**src/rtl/uart_sv_if.sv**
```systemverilog
// Host-side and pin-side signal bundle for uart_sv.
// master: host (drives writes/reads and the Rx pin); slave: the UART itself.
interface uart_sv_if #(
   parameter int DATA_BITS = 8
);
   logic [DATA_BITS-1:0] tx_data;
   logic                 tx_write;
   logic                 tx_full;
   logic                 tx_empty;
   logic                 tx_busy;
   logic                 tx;
   logic                 rx;
   logic [DATA_BITS-1:0] rx_data;
   logic                 rx_parity_err;
   logic                 rx_frame_err;
   logic                 rx_read;
   logic                 rx_empty;
   logic                 rx_full;
   logic                 rx_overrun;

   modport master (
      output tx_data, tx_write, rx_read, rx,
      input  tx_full, tx_empty, tx_busy, tx, rx_data, rx_parity_err,
             rx_frame_err, rx_empty, rx_full, rx_overrun
   );

   modport slave (
      input  tx_data, tx_write, rx_read, rx,
      output tx_full, tx_empty, tx_busy, tx, rx_data, rx_parity_err,
             rx_frame_err, rx_empty, rx_full, rx_overrun
   );
endinterface

```
**src/rtl/uart_sv.sv**
```systemverilog
// Full-duplex UART with TX/RX FIFOs. Frame: start, DATA_BITS data (LSB first),
// even parity, STOP_BITS stop bits. Bit period = SYSCLK_RATE/BAUD_RATE clocks.
// Optional: define UART_LOOPBACK_EN to feed the receiver from the internal Tx.
//
// state    | meaning (shared by TX and RX machines)
// S_IDLE   | line idle, waiting for FIFO data (TX) or a start edge (RX)
// S_START  | start bit (RX: waiting for the mid-bit confirm sample)
// S_DATA   | data bits, LSB first
// S_PARITY | even parity bit
// S_STOP   | stop bit(s)

module uart_sv_fifo #(
   parameter int W     = 8,
   parameter int DEPTH = 8
) (
   input  logic         clk,
   input  logic         rst_n,
   input  logic         push,
   input  logic [W-1:0] wdata,
   input  logic         pop,
   output logic [W-1:0] rdata,
   output logic         empty,
   output logic         full
);
   localparam int AW   = (DEPTH > 1) ? $clog2(DEPTH) : 1;
   localparam int CNTW = $clog2(DEPTH + 1);
   localparam logic [AW-1:0] PTR_LAST = AW'(DEPTH - 1);

   logic [W-1:0]    mem [DEPTH];
   logic [AW-1:0]   wr_ptr, rd_ptr;
   logic [CNTW-1:0] count;
   logic            do_push, do_pop;

   // a pop on empty is ignored; a push on full only lands if a pop frees a slot
   assign do_pop  = pop && !empty;
   assign do_push = push && (!full || do_pop);
   assign empty   = (count == '0);
   assign full    = (count == CNTW'(DEPTH));
   assign rdata   = empty ? '0 : mem[rd_ptr];

   // storage array, written at the tail
   always_ff @(posedge clk) begin
      if (do_push) mem[wr_ptr] <= wdata;
   end

   // wrap-around pointers and occupancy count
   always_ff @(posedge clk or negedge rst_n) begin
      if (!rst_n) begin
         wr_ptr <= '0;
         rd_ptr <= '0;
         count  <= '0;
      end else begin
         if (do_push) wr_ptr <= (wr_ptr == PTR_LAST) ? '0 : wr_ptr + 1'b1;
         if (do_pop)  rd_ptr <= (rd_ptr == PTR_LAST) ? '0 : rd_ptr + 1'b1;
         if (do_push && !do_pop)      count <= count + 1'b1;
         else if (do_pop && !do_push) count <= count - 1'b1;
      end
   end
endmodule

module uart_sv #(
   parameter int SYSCLK_RATE = 4,
   parameter int BAUD_RATE   = 1,
   parameter int DATA_BITS   = 8,
   parameter int STOP_BITS   = 2,
   parameter int FIFO_DEPTH  = 8
) (
   input  logic   clk,
   input  logic   rst_n,
   uart_sv_if.slave u
);
   localparam int BIT_CLKS = SYSCLK_RATE / BAUD_RATE;
   localparam int CW       = $clog2(BIT_CLKS) + 1;
   localparam int DW       = $clog2(DATA_BITS) + 1;
   localparam logic [CW-1:0] BIT_LAST  = CW'(BIT_CLKS - 1);
   localparam logic [CW-1:0] HALF_LAST = CW'(BIT_CLKS / 2 - 1);
   localparam logic [DW-1:0] DATA_LAST = DW'(DATA_BITS - 1);
   localparam logic          STOP_LAST = 1'(STOP_BITS - 1);

   if (BIT_CLKS < 4) begin : g_bad_baud
      $error("uart_sv: SYSCLK_RATE/BAUD_RATE must be at least 4");
   end

   typedef enum logic [2:0] {S_IDLE, S_START, S_DATA, S_PARITY, S_STOP} state_t;

   // ---------------- transmit ----------------
   state_t               tx_state;
   logic [CW-1:0]        tx_cnt;
   logic [DW-1:0]        tx_bit_idx;
   logic                 tx_stop_idx;
   logic [DATA_BITS-1:0] tx_sh;
   logic                 tx_par;
   logic                 tx_q;
   logic                 tx_busy_q;
   logic [DATA_BITS-1:0] tx_head;
   logic                 tx_fifo_empty, tx_fifo_full;
   logic                 tx_pop;

   // a new frame is loaded from idle or straight out of the last stop bit
   assign tx_pop = !tx_fifo_empty &&
                   (tx_state == S_IDLE ||
                    (tx_state == S_STOP && tx_cnt == '0 && tx_stop_idx == STOP_LAST));

   uart_sv_fifo #(.W(DATA_BITS), .DEPTH(FIFO_DEPTH)) u_tx_fifo (
      .clk(clk), .rst_n(rst_n), .push(u.tx_write), .wdata(u.tx_data),
      .pop(tx_pop), .rdata(tx_head), .empty(tx_fifo_empty), .full(tx_fifo_full)
   );

   // serializer: each bit is held BIT_CLKS cycles via a down-counter
   always_ff @(posedge clk or negedge rst_n) begin
      if (!rst_n) begin
         tx_state    <= S_IDLE;
         tx_cnt      <= '0;
         tx_bit_idx  <= '0;
         tx_stop_idx <= 1'b0;
         tx_sh       <= '0;
         tx_par      <= 1'b0;
         tx_q        <= 1'b1;
         tx_busy_q   <= 1'b0;
      end else if (tx_state == S_IDLE) begin
         if (tx_pop) begin
            tx_sh     <= tx_head;
            tx_par    <= ^tx_head;
            tx_cnt    <= BIT_LAST;
            tx_q      <= 1'b0;
            tx_busy_q <= 1'b1;
            tx_state  <= S_START;
         end
      end else if (tx_cnt != '0) begin
         tx_cnt <= tx_cnt - 1'b1;
      end else begin
         tx_cnt <= BIT_LAST;
         case (tx_state)
            S_START: begin
               tx_q       <= tx_sh[0];
               tx_sh      <= tx_sh >> 1;
               tx_bit_idx <= '0;
               tx_state   <= S_DATA;
            end
            S_DATA: begin
               if (tx_bit_idx == DATA_LAST) begin
                  tx_q     <= tx_par;
                  tx_state <= S_PARITY;
               end else begin
                  tx_bit_idx <= tx_bit_idx + 1'b1;
                  tx_q       <= tx_sh[0];
                  tx_sh      <= tx_sh >> 1;
               end
            end
            S_PARITY: begin
               tx_q        <= 1'b1;
               tx_stop_idx <= 1'b0;
               tx_state    <= S_STOP;
            end
            S_STOP: begin
               if (tx_stop_idx != STOP_LAST) begin
                  tx_stop_idx <= tx_stop_idx + 1'b1;
               end else if (tx_pop) begin
                  tx_sh    <= tx_head;
                  tx_par   <= ^tx_head;
                  tx_q     <= 1'b0;
                  tx_state <= S_START;
               end else begin
                  tx_q      <= 1'b1;
                  tx_busy_q <= 1'b0;
                  tx_state  <= S_IDLE;
               end
            end
            default: tx_state <= S_IDLE;
         endcase
      end
   end

   assign u.tx       = tx_q;
   assign u.tx_busy  = tx_busy_q;
   assign u.tx_empty = tx_fifo_empty;
   assign u.tx_full  = tx_fifo_full;

   // ---------------- receive ----------------
   logic                 rx_in, rx_meta, rx_s;
   state_t               rx_state;
   logic [CW-1:0]        rx_cnt;
   logic [DW-1:0]        rx_bit_idx;
   logic                 rx_stop_idx;
   logic [DATA_BITS-1:0] rx_sh;
   logic [DATA_BITS:0]   rx_shift_in;
   logic                 rx_perr;
   logic                 rx_armed;
   logic                 rx_push;
   logic [DATA_BITS+1:0] rx_wdata, rx_head;
   logic                 rx_fifo_empty, rx_fifo_full;
   logic                 rx_ovr;

`ifdef UART_LOOPBACK_EN
   assign rx_in = tx_q;
`else
   assign rx_in = u.rx;
`endif

   // two-flop synchronizer for the asynchronous serial input
   always_ff @(posedge clk or negedge rst_n) begin
      if (!rst_n) begin
         rx_meta <= 1'b1;
         rx_s    <= 1'b1;
      end else begin
         rx_meta <= rx_in;
         rx_s    <= rx_meta;
      end
   end

   assign rx_shift_in = {rx_s, rx_sh} >> 1;
   // a low stop bit ends the frame on the spot, so it is pushed with ferr set
   assign rx_push  = (rx_state == S_STOP) && (rx_cnt == '0) &&
                     (!rx_s || rx_stop_idx == STOP_LAST);
   assign rx_wdata = {rx_sh, rx_perr, !rx_s};

   // deserializer: mid-bit sampling; rx_armed blocks restart until the line is seen high
   always_ff @(posedge clk or negedge rst_n) begin
      if (!rst_n) begin
         rx_state    <= S_IDLE;
         rx_cnt      <= '0;
         rx_bit_idx  <= '0;
         rx_stop_idx <= 1'b0;
         rx_sh       <= '0;
         rx_perr     <= 1'b0;
         rx_armed    <= 1'b1;
      end else if (rx_state == S_IDLE) begin
         if (rx_s) begin
            rx_armed <= 1'b1;
         end else if (rx_armed) begin
            rx_cnt   <= HALF_LAST;
            rx_state <= S_START;
         end
      end else if (rx_cnt != '0) begin
         rx_cnt <= rx_cnt - 1'b1;
      end else begin
         rx_cnt <= BIT_LAST;
         case (rx_state)
            S_START: begin
               if (rx_s) begin
                  rx_state <= S_IDLE;
               end else begin
                  rx_bit_idx <= '0;
                  rx_state   <= S_DATA;
               end
            end
            S_DATA: begin
               rx_sh <= rx_shift_in[DATA_BITS-1:0];
               if (rx_bit_idx == DATA_LAST) rx_state <= S_PARITY;
               else                         rx_bit_idx <= rx_bit_idx + 1'b1;
            end
            S_PARITY: begin
               rx_perr     <= rx_s ^ (^rx_sh);
               rx_stop_idx <= 1'b0;
               rx_state    <= S_STOP;
            end
            S_STOP: begin
               if (!rx_s) begin
                  rx_armed <= 1'b0;
                  rx_state <= S_IDLE;
               end else if (rx_stop_idx == STOP_LAST) begin
                  rx_state <= S_IDLE;
               end else begin
                  rx_stop_idx <= rx_stop_idx + 1'b1;
               end
            end
            default: rx_state <= S_IDLE;
         endcase
      end
   end

   uart_sv_fifo #(.W(DATA_BITS + 2), .DEPTH(FIFO_DEPTH)) u_rx_fifo (
      .clk(clk), .rst_n(rst_n), .push(rx_push), .wdata(rx_wdata),
      .pop(u.rx_read), .rdata(rx_head), .empty(rx_fifo_empty), .full(rx_fifo_full)
   );

   // sticky overrun: set when a completed frame finds no room, cleared by a read
   always_ff @(posedge clk or negedge rst_n) begin
      if (!rst_n)                               rx_ovr <= 1'b0;
      else if (u.rx_read)                       rx_ovr <= 1'b0;
      else if (rx_push && rx_fifo_full)         rx_ovr <= 1'b1;
   end

   assign u.rx_data       = rx_head[DATA_BITS+1:2];
   assign u.rx_parity_err = rx_head[1];
   assign u.rx_frame_err  = rx_head[0];
   assign u.rx_empty      = rx_fifo_empty;
   assign u.rx_full       = rx_fifo_full;
   assign u.rx_overrun    = rx_ovr;
endmodule

```
**src/flat_wrapper.sv**
```systemverilog
// flat-port wrapper written by rule: the top's interface ports become plain ports
module uart_sv_flat 
#(
   parameter int SYSCLK_RATE = 4,
   parameter int BAUD_RATE   = 1,
   parameter int DATA_BITS   = 8,
   parameter int STOP_BITS   = 2,
   parameter int FIFO_DEPTH  = 8
)
  (clk, rst_n, u_tx_data, u_tx_write, u_rx_read, u_rx, u_tx_full, u_tx_empty, u_tx_busy, u_tx, u_rx_data, u_rx_parity_err, u_rx_frame_err, u_rx_empty, u_rx_full, u_rx_overrun);
  uart_sv_if #(.DATA_BITS(DATA_BITS)) u_i ();
  input  logic clk;
  input  logic rst_n;
  input wire logic [$bits(u_i.tx_data)-1:0] u_tx_data;
  input wire logic [$bits(u_i.tx_write)-1:0] u_tx_write;
  input wire logic [$bits(u_i.rx_read)-1:0] u_rx_read;
  input wire logic [$bits(u_i.rx)-1:0] u_rx;
  output wire logic [$bits(u_i.tx_full)-1:0] u_tx_full;
  output wire logic [$bits(u_i.tx_empty)-1:0] u_tx_empty;
  output wire logic [$bits(u_i.tx_busy)-1:0] u_tx_busy;
  output wire logic [$bits(u_i.tx)-1:0] u_tx;
  output wire logic [$bits(u_i.rx_data)-1:0] u_rx_data;
  output wire logic [$bits(u_i.rx_parity_err)-1:0] u_rx_parity_err;
  output wire logic [$bits(u_i.rx_frame_err)-1:0] u_rx_frame_err;
  output wire logic [$bits(u_i.rx_empty)-1:0] u_rx_empty;
  output wire logic [$bits(u_i.rx_full)-1:0] u_rx_full;
  output wire logic [$bits(u_i.rx_overrun)-1:0] u_rx_overrun;
  assign u_i.tx_data = u_tx_data;
  assign u_i.tx_write = u_tx_write;
  assign u_i.rx_read = u_rx_read;
  assign u_i.rx = u_rx;
  assign u_tx_full = u_i.tx_full;
  assign u_tx_empty = u_i.tx_empty;
  assign u_tx_busy = u_i.tx_busy;
  assign u_tx = u_i.tx;
  assign u_rx_data = u_i.rx_data;
  assign u_rx_parity_err = u_i.rx_parity_err;
  assign u_rx_frame_err = u_i.rx_frame_err;
  assign u_rx_empty = u_i.rx_empty;
  assign u_rx_full = u_i.rx_full;
  assign u_rx_overrun = u_i.rx_overrun;
  uart_sv #(.SYSCLK_RATE(SYSCLK_RATE), .BAUD_RATE(BAUD_RATE), .DATA_BITS(DATA_BITS), .STOP_BITS(STOP_BITS), .FIFO_DEPTH(FIFO_DEPTH)) u_core (.clk(clk), .rst_n(rst_n), .u(u_i));
endmodule
```
**config.mk**
```make
export PLATFORM = sky130hd
export DESIGN_NAME = uart_sv_flat
export DESIGN_NICKNAME = d
export VERILOG_FILES = /design/src/rtl/uart_sv_if.sv /design/src/rtl/uart_sv.sv /design/src/flat_wrapper.sv
export SDC_FILE = /design/constraint.sdc
export NUM_CORES = 1
export LEC_CHECK = 0
export CAP_MARGIN = 20
export CORE_AREA = 2 2 178 180
export CTS_BUF_LIST = sky130_fd_sc_hd__clkbuf_8
export DETAILED_ROUTE_END_ITERATION = 8
export DIE_AREA = 0 0 180 182
export GPL_TIMING_DRIVEN = 0
export HOLD_SLACK_MARGIN = 0.08
export MAX_ROUTING_LAYER = met4
export SYNTH_ARGS = -nofsm -noshare
export SYNTH_HDL_FRONTEND = slang
export SYNTH_HIERARCHICAL = 1
export SYNTH_SLANG_ARGS = --single-unit
```
**constraint.sdc**
```tcl
create_clock -name clk -period 5.4 [get_ports clk]
set_input_delay 1.62 -clock clk [delete_from_list [all_inputs] [get_ports clk]]
set_output_delay 1.62 -clock clk [all_outputs]
set_load 0.005 [all_outputs]
```
# ---- Yosys cells after proc, flatten, opt, wreduce, memory -nomap -nowiden
# Memories as Yosys holds them, arrays and structs flattened.
# Cells that the tools add are included.
dict set report classes {
  n_addsub 14
  n_eq_ne 33
  mux 76
  bitwise 5
  n_reduce_logical 63
}
# op count
set ops {}
lappend ops {{3-bit two-way mux} 21}
lappend ops {{8-bit two-way mux} 6}
lappend ops {{1-bit two-way mux} 32}
lappend ops {{4-bit two-way mux} 7}
lappend ops {{3-bit case mux with 4 select lines} 2}
lappend ops {{8-bit case mux with 3 select lines} 1}
lappend ops {{4-bit AND reduction} 6}
lappend ops {{2-bit nonzero test} 10}
lappend ops {{3-bit equality test (second input constant)} 6}
lappend ops {{4-bit by 1-bit adder with 4-bit output (second input constant)} 4}
lappend ops {{4-bit case mux with 2 select lines} 2}
lappend ops {{8-bit parity} 2}
lappend ops {{5-bit AND reduction} 3}
lappend ops {{1-bit logical AND} 14}
lappend ops {{3-bit by 1-bit adder with 3-bit output (second input constant)} 4}
lappend ops {{3-bit by 2-bit equality test with 1-bit output (second input constant)} 4}
lappend ops {{3-bit logical NOT} 4}
lappend ops {{2-bit by 1-bit != test with 1-bit output (second input constant)} 6}
lappend ops {{2-bit != test (second input constant)} 6}
lappend ops {{3-bit AND reduction} 4}
lappend ops {{10-bit two-way mux} 1}
lappend ops {{1-bit logical NOT} 9}
lappend ops {{4-bit by 3-bit equality test with 1-bit output (second input constant)} 2}
lappend ops {{4-bit equality test (second input constant)} 2}
lappend ops {{18 further kinds} 33}
dict set report totals {
  regBits 66
  ramBits 144
  in_bits 13
  output_inout_bits 17
  word_cells 217
  memories 2
}
# name depth width read_ports rd_clocked_by_memory_dff wr line_no
set memory_table {}
lappend memory_table {u_core.u_rx_fifo.mem 8 10 1 0 1 uart_sv.sv:29} ;# logic [W-1:0] mem [DEPTH];
lappend memory_table {u_core.u_tx_fifo.mem 8 8 1 0 1 uart_sv.sv:29}

# ---- Longest topological paths before layout
# Gate-level depths: netlist of run 1.
dict set report depth {
  ltp_word 12
  mapped_depth 14
  depth_no_buf 14
}

# ---- Hierarchy
# The synthesis of run 1 kept the hierarchy.
# mod n_inst cells_per_inst area_each_um2 seq_area_each_um2
set modules_own_cells {}
lappend modules_own_cells {{uart_sv_fifo at u_core.u_rx_fifo} 1 182 3659.8 2652.5}
lappend modules_own_cells {{uart_sv_fifo at u_core.u_tx_fifo} 1 159 3062.9 2172.1}
lappend modules_own_cells {uart_sv 1 248 2426.1 1156.1}

# ---- Least setup slack after synthesis of run 1
# Ideal clock, no wire load.
dict set report synth_timing {
  kind {register to register}
  startpoint {reg u_core.u_tx_fifo.count[0]}
  endpoint {reg u_core.u_tx_fifo.count[3]}
  setup_ns 0.131
  t_arrival_ns 3.544
  required_ns 5.269
  setup_slack_ns 1.726
  path_stages_with_launch 13
  path_buffers 0
  period_less_slack_ns 3.674
  cell_sequence {dfrtp_1 > nor4_1 > nor2_1 > nand2_2 > inv_1 > o21ai_4 > inv_1 > ha_1 > inv_1 > ha_1 > or4_1 > o211ai_1 > o211ai_1}
}
dict set report synth_via {
  elab_chain_cells 9
  elab_cells_between_ends 17
  classes_between {2 x add/sub; 1 x eq/ne; 2 x mux; 12 x reduce/logical}
}
# item line_no
set synth_rtl {}
lappend synth_rtl {{from (decl)} uart_sv.sv:31} ;# logic [CNTW-1:0] count;
lappend synth_rtl {{from (signal assigned)} uart_sv.sv:55} ;# if (do_push && !do_pop) count <= count + 1'b1;
lappend synth_rtl {{from (signal assigned)} uart_sv.sv:56} ;# else if (do_pop && !do_push) count <= count - 1'b1;
lappend synth_rtl {{4-bit logical NOT *} uart_sv.sv:37} ;# assign empty = (count == '0);
lappend synth_rtl {{named net u_tx_empty} flat_wrapper.sv:19} ;# output wire logic [$bits(u_i.tx_empty)-1:0] u_tx_empty;
lappend synth_rtl {{1-bit logical NOT *} uart_sv.sv:100} ;# assign tx_pop = !tx_fifo_empty &&
lappend synth_rtl {{1-bit logical AND *} uart_sv.sv:100}
lappend synth_rtl {{named net u_core.tx_pop} uart_sv.sv:97} ;# logic tx_pop;
lappend synth_rtl {{1-bit logical AND *} uart_sv.sv:35} ;# assign do_pop = pop && !empty;
lappend synth_rtl {{1-bit logical OR *} uart_sv.sv:36} ;# assign do_push = push && (!full || do_pop);
lappend synth_rtl {{1-bit logical AND *} uart_sv.sv:36}
lappend synth_rtl {{named net u_core.u_tx_fifo.do_push} uart_sv.sv:32} ;# logic do_push, do_pop;
lappend synth_rtl {{1-bit logical NOT} uart_sv.sv:56}
lappend synth_rtl {{1-bit logical AND} uart_sv.sv:56}
lappend synth_rtl {{2-bit nonzero test (no line)} -}
# Mark *: on every way through the listed nets, which the timed path passes. The rest lies on a longest branch. The select of a mux whose other input is x is not followed.
# A chain may end at the register's enable or synchronous reset.

# ---- Worst setup path in the final report of run 1
dict set report layout_timing {
  startpoint {reg u_core.u_rx_fifo.count[0]}
  endpoint {out u_rx_data[3]}
}
dict set report layout_via {
  elab_chain_cells 2
}
# item line_no
set layout_rtl {}
lappend layout_rtl {{from (decl)} uart_sv.sv:31}
lappend layout_rtl {{from (signal assigned)} uart_sv.sv:55}
lappend layout_rtl {{from (signal assigned)} uart_sv.sv:56}
lappend layout_rtl {{4-bit logical NOT} uart_sv.sv:37}
lappend layout_rtl {{10-bit two-way mux} uart_sv.sv:39} ;# assign rdata = empty ? '0 : mem[rd_ptr];
lappend layout_rtl {{to (decl)} flat_wrapper.sv:22} ;# output wire logic [$bits(u_i.rx_data)-1:0] u_rx_data;
# No other way between the ends.

==> metrics, run 1 <==
worst-case clock buffer depth 3; worst hold path type flop to flop; antenna cell count 0; sequential share of the synthesized area between 60% and 70%; Slew @ Worst Pin ~1000 ps; cell row count 65; number of endpoints with negative hold slack in the final report 0; largest area contributor in the netlist sky130_fd_sc_hd__edfxtp_1; leading cell types by total area after synthesis sky130_fd_sc_hd__edfxtp_1, sky130_fd_sc_hd__dfrtp_1, sky130_fd_sc_hd__mux4_2; crit share post-route between 80% and 90%; net switching share of the total power ~31%; via count normalized by instance count 4.67; portion of total power attributed to sequential cells a little over two fifths; clock latency of the later-clocked register in the worst-skew pair 520 ps; Die Ht around 180 um; setup slack of the worst register-to-register path roughly 1500 ps; crit-path max FO 10; area of the die roughly 0.033 sq mm; critical path required time 3780 ps; CTS-repair resized insts 0; area share of the largest cell type after synthesis 47.3%; Comb pwr share between 30% and 40%; residual antenna-violating net count after detailed routing 0; number of hold buffers added after CTS 0; Post-Synthesis Cells ~590; clock tree from TritonCTS built; total of warnings raised by yosys 6; number of port buffers 29; Final Hold Slack between 300 and 400 ps; Critical R2R Capture u_core/u_tx_fifo/count[3]$_DFFE_PN0P_; Rel. slew slack a little under a third; worst hold path startpoint u_core/rx_meta$_DFF_PN1_; Worst Path Class, Setup flop to output port; Total Wirelength 16.8 mm; leakage component of the power 3.90 nW; overall overflow remaining after global route 0; number of cells on the worst hold path 0; run status finished clean; number of vias after detailed routing 5119; detailed-placement wirelength estimate about 11 mm; weighted congestion at the end of routability-driven global placement 0.785; wire length of the first global-routing pass approximately 28 mm; Clock transition at path regs 60 ps; initial core utilization around 30%; post-detailed-route wirelength per cell 15.3 um; Area growth syn-to-layout 17.6%; top post-synthesis cells by count sky130_fd_sc_hd__edfxtp_1, sky130_fd_sc_hd__dfrtp_1, sky130_fd_sc_hd__mux4_2, sky130_fd_sc_hd__nand2_1, sky130_fd_sc_hd__nor2_1; RSZ-0062 raised after global routing false; total power density per cell area 481 mW/mm^2; Max Clk Rate about 230 MHz; setup-violating endpoint count in the final report 0; IO Count 30; Avg Synthesized Cell Area between 15 and 20 sq um; most numerous cell in the Yosys netlist sky130_fd_sc_hd__edfxtp_1; Clock Power Share around a quarter; worst r2r path cells 12; number of clock sinks 210; Crit Reg-Reg Startpoint u_core/u_tx_fifo/count[0]$_DFFE_PN0P_; primary flip-flop cell chosen by synthesis mapping sky130_fd_sc_hd__edfxtp_1; clk root buf sky130_fd_sc_hd__clkbuf_8; count of flip-flops with a built-in enable after synthesis 144; maximum VDD drop 0.271 mV; Setup crit end kind output port; switching power summed over all nets roughly 1.6 mW; total clock buffers created by CTS 36; Starting DRT DRC Count roughly 220; final sum of negative setup slack 0 ps; clock tree skew after final layout approximately 23 ps; fillcell total approximately 3k; H-tree depth 2; synthesized cell area 0.00915 sq mm; share of final-layout standard cells stronger than drive strength 1 21.0%; placeable core area approximately 0.031 sq mm; Global Route Usage Sum about 11%; final period demand of the worst path ~4300 ps; library cells used by synthesis 58; postcts setup bufs 0; synthesized netlist net count around 620; post-detailed-route DRC marker count 0; arrival time reported for the critical path endpoint ~2700 ps; fraction of synthesis flops using an asynchronous set or reset pin between 30% and 40%; via count of the first global-routing pass approximately 5.4k; DIE WIDTH between 150 and 200 um; internal cell power ~3.6 mW; sort of element at the start of the critical path flop; Non-Filler Instances around 1.1k; final max-slew violation count 0; WHS Endpoint u_core/rx_s$_DFF_PN1_; net count reported at finish roughly 700; pin count of the biggest net entering global routing 67; number of antenna violations at the first check in global routing 0; Max-Cap Viols 0; count of placed standard cells including taps 1029; flop and latch count out of synthesis 210; number of detailed-routing iterations run before antenna repair 4
## cell families (layout without fill, tap and decap cells)
| kind of cell | after synthesis | after routing | share of synthesized area [%] |
|---|---|---|---|
| multiplexers | 63 | 63 | 12.2 |
| AND/OR/NAND/NOR | 141 | 141 | 8.03 |
| adder cells (fa/ha/maj) | 22 | 22 | 3.17 |
| AO/OA/AOI/OAI | 100 | 100 | 7.74 |
| XOR/XNOR | 20 | 20 | 1.91 |
| buffers and inverters | 33 | 138 | 1.61 |
| flip-flops | 210 | 210 | 65.4 |
## registers in the layout, indices dropped and copies added (netlist names), 4 cells and up
| signal | flops |
|---|---|
| u_core/rx_bit_idx | 4 |
| u_core/rx_sh | 8 |
| u_core/u_rx_fifo/mem | 80 |
| u_core/u_tx_fifo/mem | 64 |
| u_core/tx_bit_idx | 4 |
| u_core/tx_sh | 8 |
| u_core/u_tx_fifo/count | 4 |
| u_core/u_rx_fifo/count | 4 |
## critical path, stage by stage (launching register included)
cell and delay (ps):
sky130_fd_sc_hd__dfrtp_1 480, sky130_fd_sc_hd__nor4_1 610, sky130_fd_sc_hd__nor2_1 360, sky130_fd_sc_hd__a22o_1 310
sky130_fd_sc_hd__clkdlybuf4s50_1 440
## layout by cell type, fill, tap and decap left out, types with 5 or more instances in the layout
| cell | count |
|---|---|
| sky130_fd_sc_hd__edfxtp_1 | 144 |
| sky130_fd_sc_hd__dfrtp_1 | 62 |
| sky130_fd_sc_hd__clkbuf_8 | 37 |
| sky130_fd_sc_hd__nand2_1 | 36 |
| sky130_fd_sc_hd__mux4_2 | 36 |
| sky130_fd_sc_hd__nor2_1 | 32 |
| sky130_fd_sc_hd__clkdlybuf4s50_1 | 28 |
| sky130_fd_sc_hd__a21oi_1 | 25 |
| sky130_fd_sc_hd__inv_1 | 22 |
| sky130_fd_sc_hd__ha_1 | 20 |
| sky130_fd_sc_hd__xnor2_1 | 19 |
| sky130_fd_sc_hd__a22o_1 | 19 |
| sky130_fd_sc_hd__mux2_2 | 18 |
| sky130_fd_sc_hd__o21ai_0 | 17 |
| sky130_fd_sc_hd__clkbuf_1 | 13 |
| sky130_fd_sc_hd__nand3_1 | 11 |
| sky130_fd_sc_hd__nand2b_1 | 10 |
| sky130_fd_sc_hd__nor3_1 | 10 |
| sky130_fd_sc_hd__buf_2 | 8 |
| sky130_fd_sc_hd__clkinv_1 | 7 |
| sky130_fd_sc_hd__clkinv_2 | 7 |
| sky130_fd_sc_hd__nor2b_1 | 6 |
| sky130_fd_sc_hd__o22ai_1 | 6 |
| sky130_fd_sc_hd__o211ai_1 | 6 |
| sky130_fd_sc_hd__buf_4 | 5 |
| sky130_fd_sc_hd__nand3b_1 | 5 |
| sky130_fd_sc_hd__buf_6 | 5 |
| sky130_fd_sc_hd__a2bb2oi_1 | 5 |
| sky130_fd_sc_hd__mux2i_1 | 5 |
| sky130_fd_sc_hd__a31oi_1 | 5 |
## power by group through the flow
stage	clock, mW	sequential [mW]	combinational (mW)
floorplan	0	2.15	1.19
global placement	0	2.21	1.59
detailed placement	0	2.22	1.62
CTS	1.44	2.19	1.63
global route	1.51	2.23	1.79
finish	1.38	2.19	1.60
## worst max path at each step
stage | to | start | slack, ps | depth (start not counted)
floorplan | u_core/u_tx_fifo/count[3]$_DFFE_PN0P_ | u_core/u_tx_fifo/count[0]$_DFFE_PN0P_ | 1730 | 12
global placement | u_core/rx_sh[2]$_DFFE_PN0P_ | rst_n | 310 | 1
detailed placement | u_core/u_rx_fifo/count[3]$_DFFE_PN0P_ | u_rx_read | 1260 | 9
CTS | u_rx_data[3] | u_core/u_rx_fifo/count[0]$_DFFE_PN0P_ | 1020 | 4
global route | u_rx_data[2] | u_core/u_rx_fifo/count[0]$_DFFE_PN0P_ | 870 | 5
finish | u_rx_data[3] | u_core/u_rx_fifo/count[0]$_DFFE_PN0P_ | 1070 | 4
## cell type report
| class | count | area (sq um) | share of cell area (%) |
|---|---|---|---|
| Inverter | 13 | 48.8 | 0.454 |
| Tap cell | 402 | 503 | 4.68 |
| Buffer | 20 | 98.8 | 0.919 |
| Multi-Input combinational cell | 346 | 3070 | 28.5 |
| Timing Repair Buffer | 39 | 364 | 3.38 |
| Clock buffer | 37 | 509 | 4.73 |
| Clock inverter | 29 | 186 | 1.73 |
| Sequential cell | 210 | 5980 | 55.6 |
## metrics by stage
step / utilization (%) / setup slack (ps) / power (mW) / instance area, sq um
after global placement: 32.1 / 308 / 3.80 / 9940
final: 34.7 / 1070 / 5.17 / 10800
after CTS: 34.7 / 1020 / 5.25 / 10700
after floorplan: - / 1730 / 3.34 / 9150
after global routing: 34.7 / 870 / 5.52 / 10800
after detailed placement: 32.4 / 1260 / 3.84 / 10000
## routing by layer
layer	global-route usage, %	vias up	share of wire, %
met5	-	-	0
met4	3.06	0	1.7
met3	2.37	29	3.8
met2	17.5	92	48
met1	13.7	2537	46
li1	-	2461	-
Note: power is estimated with default switching activity, not from simulation.
==> inputs of run 2 (changes only) <==
==> constraint.sdc (replaced) <==
create_clock -name clk -period 3.7 [get_ports clk]
set_input_delay 1.11 -clock clk [delete_from_list [all_inputs] [get_ports clk]]
set_output_delay 1.11 -clock clk [all_outputs]
set_load 0.005 [all_outputs]
==> run 2 against run 1 <==
  * Sequential cell count unchanged
  * Routed wire length increased by 0.19%
  * Worst hold slack about the same
  * Highest routed layer unchanged
  * Setup slack got worse by 870 ps
  * Count of clock-buffer cells in the layout unchanged
  * Critical path depth unchanged
==> metrics, run 2 (synthesis results as in run 1) <==
RSZ-0062 raised after global routing false; leakage component of the power 3.92 nW (+0.44%); crit path max-delay cell type sky130_fd_sc_hd__mux4_2; number of endpoints with negative hold slack in the final report 0 (unchanged); most flop-heavy register u_core/u_rx_fifo/mem; DIE WIDTH 180 um (unchanged); registers with the highest flip-flop counts u_core/u_rx_fifo/mem x80, u_core/u_tx_fifo/mem x64; crit-path max FO 10 (unchanged); critical path required time 2590 ps (-1190 ps); maximum single-stage delay on the critical path 520 ps (-90 ps); worst-case clock buffer depth 3 (unchanged); Crit Reg-Reg Startpoint u_core/tx_cnt[0]$_DFFE_PN0P_; weighted congestion at the end of routability-driven global placement 0.785 (unchanged); met3 capacity usage during global routing 2.37% (unchanged); detailed-placement wirelength estimate 11.2 mm (unchanged); Clock transition at path regs 60 ps (about the same); Total Wirelength 16.8 mm (+0.19%); post-detailed-route DRC marker count 0 (unchanged); number of hold buffers added after CTS 0 (unchanged); flip-flop count of the largest register, all copies and words added 80 (unchanged); clock tree from TritonCTS built; post-route cell area 0.0108 sq mm (+0.49%); number of detailed-routing iterations run before antenna repair 4 (unchanged); GR Layer Usage met1 13.7% (+0.026 points); Critical R2R Capture u_core/u_tx_fifo/count[3]$_DFFE_PN0P_; number of antenna violations at the first check in global routing 0 (unchanged); post-detailed-route wirelength per cell 15.3 um (+0.19%); clock tree skew after final layout 23.1 ps (-0.204 ps); Area growth syn-to-layout 18.1%; number of vias after detailed routing 5118 (-0.020%); worst hold path type flop to flop; setup slack of the worst register-to-register path 340 ps (-1110 ps); Top delay family on crit path buffers and inverters; crit share post-route 94.5%; antenna cell count 0 (unchanged); overall overflow remaining after global route 0 (unchanged); maximum VDD drop 0.396 mV (+46%); WHS Endpoint u_core/rx_s$_DFF_PN1_; cell row count 65 (unchanged); met2 track utilization from global routing 17.6% (+0.12 points); placed inst area 0.0100 sq mm (unchanged); via count normalized by instance count 4.67 (about the same); Die Ht 182 um (unchanged); initial core utilization 29.5% (unchanged); share of final-layout standard cells stronger than drive strength 1 22.2% (+1.2 points); commonest cells after routing, fill and taps aside sky130_fd_sc_hd__edfxtp_1, sky130_fd_sc_hd__dfrtp_1, sky130_fd_sc_hd__clkbuf_8; Worst Path Class, Setup flop to output port; total clock buffers created by CTS 36 (unchanged); via count of the first global-routing pass 5366 (+0.21%); worst hold path startpoint u_core/rx_meta$_DFF_PN1_; IO Count 30 (unchanged); pin count of the biggest net entering global routing 67 (unchanged); total power density per cell area 703 mW/mm^2 (+46%); clock latency of the later-clocked register in the worst-skew pair 520 ps (about the same); final period demand of the worst path about 3500 ps; area of the die 0.0328 sq mm (unchanged); Final Hold Slack 356 ps (+0.00500 ps); number of clock sinks 210 (unchanged); placeable core area 0.0310 sq mm (unchanged); final max-slew violation count 0 (unchanged); Rel. slew slack 30.4% (-0.59 points); run status finished clean; worst r2r path cells 14 (+2); Tot Pwr 7.60 mW (+47%); Max Clk Rate 286 MHz; Starting DRT DRC Count 205 (-6.4%); number of cells on the worst hold path 0 (unchanged); clk root buf sky130_fd_sc_hd__clkbuf_8; peak-usage layer in the global routing report met2; net count reported at finish 701 (unchanged); Setup crit end kind output port; setup-violating endpoint count in the final report 0 (unchanged); cell chain of the critical path buf_6 > mux4_2 > a22o_1 > clkdlybuf4s50_1; number of buffers and inverters on the critical path 2 (+1); sort of element at the start of the critical path flop; residual antenna-violating net count after detailed routing 0 (unchanged); Global Route Usage Sum 10.8% (+0.045 points); Slew @ Worst Pin 1040 ps (+8.75 ps); most common library cell in the layout ignoring fill and taps sky130_fd_sc_hd__edfxtp_1; wire length of the first global-routing pass 28.2 mm (+0.37%); H-tree depth 2 (unchanged); Max-Cap Viols 0 (unchanged); number of port buffers 29 (unchanged); arrival time reported for the critical path endpoint 2390 ps (-320 ps)
-- run 2: cell count changes in the layout (fill, tap and decap cells not counted), moves of 2 or more --
cell	before	now
sky130_fd_sc_hd__clkbuf_1	13	10
sky130_fd_sc_hd__buf_6	5	7
sky130_fd_sc_hd__buf_2	8	6
sky130_fd_sc_hd__clkbuf_2	0	2
sky130_fd_sc_hd__nor4_4	0	2
-- run 2: timing repair --
action | 4_1_cts | 5_1_grt
buffers inserted | 1 | 0
setup endpoints to repair | 12 | 11
endpoints found under the hold margin | 0 | 0
gates resized for setup | 6 | 9
pin swaps | 1 | 0
-- run 2: metal layers --
metal | up-vias | wire length (um)
li1 | 2456 | -
met1 | 2546 | 7740
met2 | 89 | 8140
met3 | 27 | 636
met4 | 0 | 284
met5 | - | 0
-- run 2: per-stage QoR --
| stage | util [%] | TNS (ps) | setup slack [ps] | instances |
|---|---|---|---|---|
| final | 34.9 | 0 | 202 | 1096 |
| after CTS | 34.8 | 0 | 9.67 | 1096 |
| after global placement | 32.1 | -70270 | -882 | 1020 |
| after floorplan | - | 0 | 25.5 | 589 |
| after detailed placement | 32.4 | -295 | -295 | 1029 |
| after global routing | 34.9 | 0 | 30.1 | 1096 |
-- run 2: final cells by class --
cell class / instances / area (sq um)
sequential: 210 / 5980
buffer: 19 / 110
timing repair buffer: 40 / 372
clock buffer: 37 / 509
tap: 402 / 503
fill: 2985 / 20200
clock inverter: 29 / 186
inverter: 13 / 48.8
multi-input combinational: 346 / 3100
-- run 2: power by group --
| group | internal, mW | switching [mW] | leakage (nW) |
|---|---|---|---|
| combinational | 1.25 | 1.12 | 1.38 |
| sequential | 2.89 | 0.326 | 2.14 |
| clock | 1.09 | 0.929 | 0.397 |
-- run 2: worst max path at each step --
stage	endpoint	startpoint	slack, ps	cells after the start
after floorplan	u_core/u_tx_fifo/count[3]$_DFFE_PN0P_	u_core/u_tx_fifo/count[0]$_DFFE_PN0P_	30	12
after global placement	u_core/rx_sh[2]$_DFFE_PN0P_	rst_n	-880	1
after detailed placement	u_core/u_tx_fifo/count[3]$_DFFE_PN0P_	u_core/u_tx_fifo/count[0]$_DFFE_PN0P_	-290	12
after CTS	u_rx_data[2]	u_core/u_rx_fifo/rd_ptr[1]$_DFFE_PN0P_	10	4
after global routing	u_core/u_tx_fifo/count[3]$_DFFE_PN0P_	u_core/tx_cnt[0]$_DFFE_PN0P_	30	14
final	u_rx_data[2]	u_core/u_rx_fifo/rd_ptr[0]$_DFFE_PN0P_	200	4
-- run 2: worst register-to-register path, cell delays in order, from the launching register on --
cell                       delay, ps
sky130_fd_sc_hd__dfrtp_1         370
sky130_fd_sc_hd__inv_1            70
sky130_fd_sc_hd__ha_1            230
sky130_fd_sc_hd__nand3b_1        200
sky130_fd_sc_hd__nand2_1         100
sky130_fd_sc_hd__nand2_2         190
sky130_fd_sc_hd__inv_1           210
sky130_fd_sc_hd__o21ai_4         320
sky130_fd_sc_hd__inv_1            80
sky130_fd_sc_hd__ha_1            260
sky130_fd_sc_hd__inv_1           170
sky130_fd_sc_hd__ha_1            320
sky130_fd_sc_hd__or4_1           520
sky130_fd_sc_hd__o211ai_1        110
sky130_fd_sc_hd__o211ai_1        100
==> inputs of run 3 (changes only) <==
--- a/config.mk
+++ b/config.mk
@@ -17,3 +17,4 @@
 export SYNTH_HDL_FRONTEND = slang
 export SYNTH_HIERARCHICAL = 1
 export SYNTH_SLANG_ARGS = --single-unit
+export TNS_END_PERCENT = 1
==> run 3 against run 2 <==
  * Combinational power barely moved
  * Die area did not move
  * Global-route usage barely moved
  * Sequential power barely moved
  * Total power barely moved
  * Routed wire length barely moved
  * Register-to-register slack barely moved
  * Non-clock buffer count rose by 1
  * Count of clock-buffer cells in the layout did not move
  * Critical path depth did not move
  * Worst hold slack barely moved
  * First-iteration DRC count rose by 11%
  * Critical endpoint unchanged
==> metrics, run 3 (synthesis results as in run 1) <==
placeable core area 0.0310 sq mm (unchanged); Post-Place Setup Slack -295 ps (unchanged); clock tree from TritonCTS built; Max-Cap Viols 0 (unchanged); antenna cell count 0 (unchanged); number of detailed-routing iterations run before antenna repair 4 (unchanged); Starting DRT DRC Count 227 (+11%); number of clock sinks 210 (unchanged); number of port buffers 29 (unchanged); cell row count 65 (unchanged); Clock transition at path regs 60 ps (about the same); clock latency of the later-clocked register in the worst-skew pair 520 ps (about the same); clk root buf sky130_fd_sc_hd__clkbuf_8; critical path required time 2590 ps (about the same); Total Wirelength 16.8 mm (about the same); maximum VDD drop 0.396 mV (about the same); flip-flop count of the largest register, all copies and words added 80 (unchanged); net count reported at finish 702 (+0.14%); clock tree skew after final layout 22.7 ps (-0.329 ps); final setup slack of the worst path 82.7 ps (-120 ps); registers with the highest flip-flop counts u_core/u_rx_fifo/mem x80, u_core/u_tx_fifo/mem x64; arrival time reported for the critical path endpoint 2510 ps (+120 ps); number of hold buffers added after CTS 0 (unchanged); total clock buffers created by CTS 36 (unchanged); weighted congestion at the end of routability-driven global placement 0.785 (unchanged); DIE WIDTH 180 um (unchanged); Max Clk Rate 276 MHz (-3.3%); Slew @ Worst Pin 1030 ps (-9.12 ps); final period demand of the worst path 3620 ps (+120 ps); Rel. slew slack 31.0% (+0.61 points); detailed-placement wirelength estimate 11.2 mm (unchanged); Die Ht 182 um (unchanged); worst-case clock buffer depth 3 (unchanged); Worst Path Class, Setup flop to output port; commonest cells after routing, fill and taps aside sky130_fd_sc_hd__edfxtp_1, sky130_fd_sc_hd__dfrtp_1, sky130_fd_sc_hd__clkbuf_8; worst hold path type flop to flop; via count of the first global-routing pass 5369 (+0.056%); pin count of the biggest net entering global routing 67 (unchanged); share of final-layout standard cells stronger than drive strength 1 21.7% (-0.46 points); initial core utilization 29.5% (unchanged); area of the die 0.0328 sq mm (unchanged); Area growth syn-to-layout 18.1% (about the same); residual antenna-violating net count after detailed routing 0 (unchanged); most common library cell in the layout ignoring fill and taps sky130_fd_sc_hd__edfxtp_1; IO Count 30 (unchanged); most flop-heavy register u_core/u_rx_fifo/mem; run status finished clean; final cell utilization of the core 34.9% (about the same); post-detailed-route DRC marker count 0 (unchanged); RSZ-0062 raised after global routing true; Global Route Usage Sum 10.8% (about the same); number of endpoints with negative hold slack in the final report 0 (unchanged); via count normalized by instance count 4.67 (about the same); crit-path max FO 10 (unchanged); leakage component of the power 3.92 nW (about the same); overall overflow remaining after global route 0 (unchanged); crit share post-route 97.8% (+3.2 points); number of vias after detailed routing 5122 (+0.078%); Final Hold Slack 356 ps (-0.00100 ps); setup-violating endpoint count in the final report 0 (unchanged); post-detailed-route wirelength per cell 15.3 um (-0.10%); sort of element at the start of the critical path flop; final max-slew violation count 0 (unchanged); H-tree depth 2 (unchanged); number of antenna violations at the first check in global routing 0 (unchanged); total power density per cell area 703 mW/mm^2 (about the same); Tot Pwr 7.59 mW (about the same); wire length of the first global-routing pass 28.2 mm (about the same); Setup crit end kind output port
[run 3: cell count changes in the layout (fill, tap and decap cells not counted), sizes merged]
cell	before	now
buf	19	20
[run 3: area by class of cell]
type | count | area [sq um]
Multi-Input combinational cell | 346 | 3100
Sequential cell | 210 | 5980
Buffer | 20 | 109
Timing Repair Buffer | 40 | 372
Fill cell | 2987 | 20200
Inverter | 13 | 48.8
Clock buffer | 37 | 509
Clock inverter | 29 | 186
Tap cell | 402 | 503
[run 3: per-layer routing]
metal	vias to the layer above	track usage [%]	wire [um]
li1	2459	-	-
met1	2549	13.7	7790
met2	87	17.6	8100
met3	27	2.37	624
met4	0	3.06	284
met5	-	-	0
[run 3: metrics by stage]
step	cells	instance area, sq um	TNS (ps)
after global routing	1097	10800	-198
after floorplan	589	9150	0
after CTS	1096	10800	-50.0
after detailed placement	1029	10000	-295
final	1097	10800	0
after global placement	1020	9940	-70270
[run 3: worst paths after layout]
| path | cells after the start | endpoint | from | slack [ps] |
|---|---|---|---|---|
| hold reg to reg | 0 | u_core/rx_s$_DFF_PN1_ | u_core/rx_meta$_DFF_PN1_ | 360 |
| setup reg to reg | 14 | u_core/u_tx_fifo/count[3]$_DFFE_PN0P_ | u_core/tx_cnt[0]$_DFFE_PN0P_ | 340 |
| min in group asynchronous | 1 | u_core/u_tx_fifo/wr_ptr[1]$_DFFE_PN0P_ | rst_n | 690 |
| max in group asynchronous | 1 | u_core/rx_bit_idx[0]$_DFFE_PN0P_ | rst_n | 2410 |
| hold / removal | 0 | u_core/rx_s$_DFF_PN1_ | u_core/rx_meta$_DFF_PN1_ | 360 |
| setup / recovery | 4 | u_rx_data[2] | u_core/u_rx_fifo/rd_ptr[1]$_DFFE_PN0P_ | 80 |
[run 3: power breakdown]
part,internal [mW],switching [mW]
Sequential,2.89,0.324
Combinational,1.25,1.12
Clock,1.09,0.930
Total,5.22,2.37
[run 3: worst max-delay path, cell delays in order, from the launching register on]
cell	delay [ps]
sky130_fd_sc_hd__dfrtp_1	400
sky130_fd_sc_hd__clkbuf_1	500
sky130_fd_sc_hd__mux4_2	410
sky130_fd_sc_hd__a22o_1	240
sky130_fd_sc_hd__clkdlybuf4s50_1	450
[run 3: repair_timing]
action                                  4_1_cts  5_1_grt
pin swaps                                     1        0
buffers inserted                              1        0
gates resized for setup                       4        7
endpoints found under the setup margin       12       11
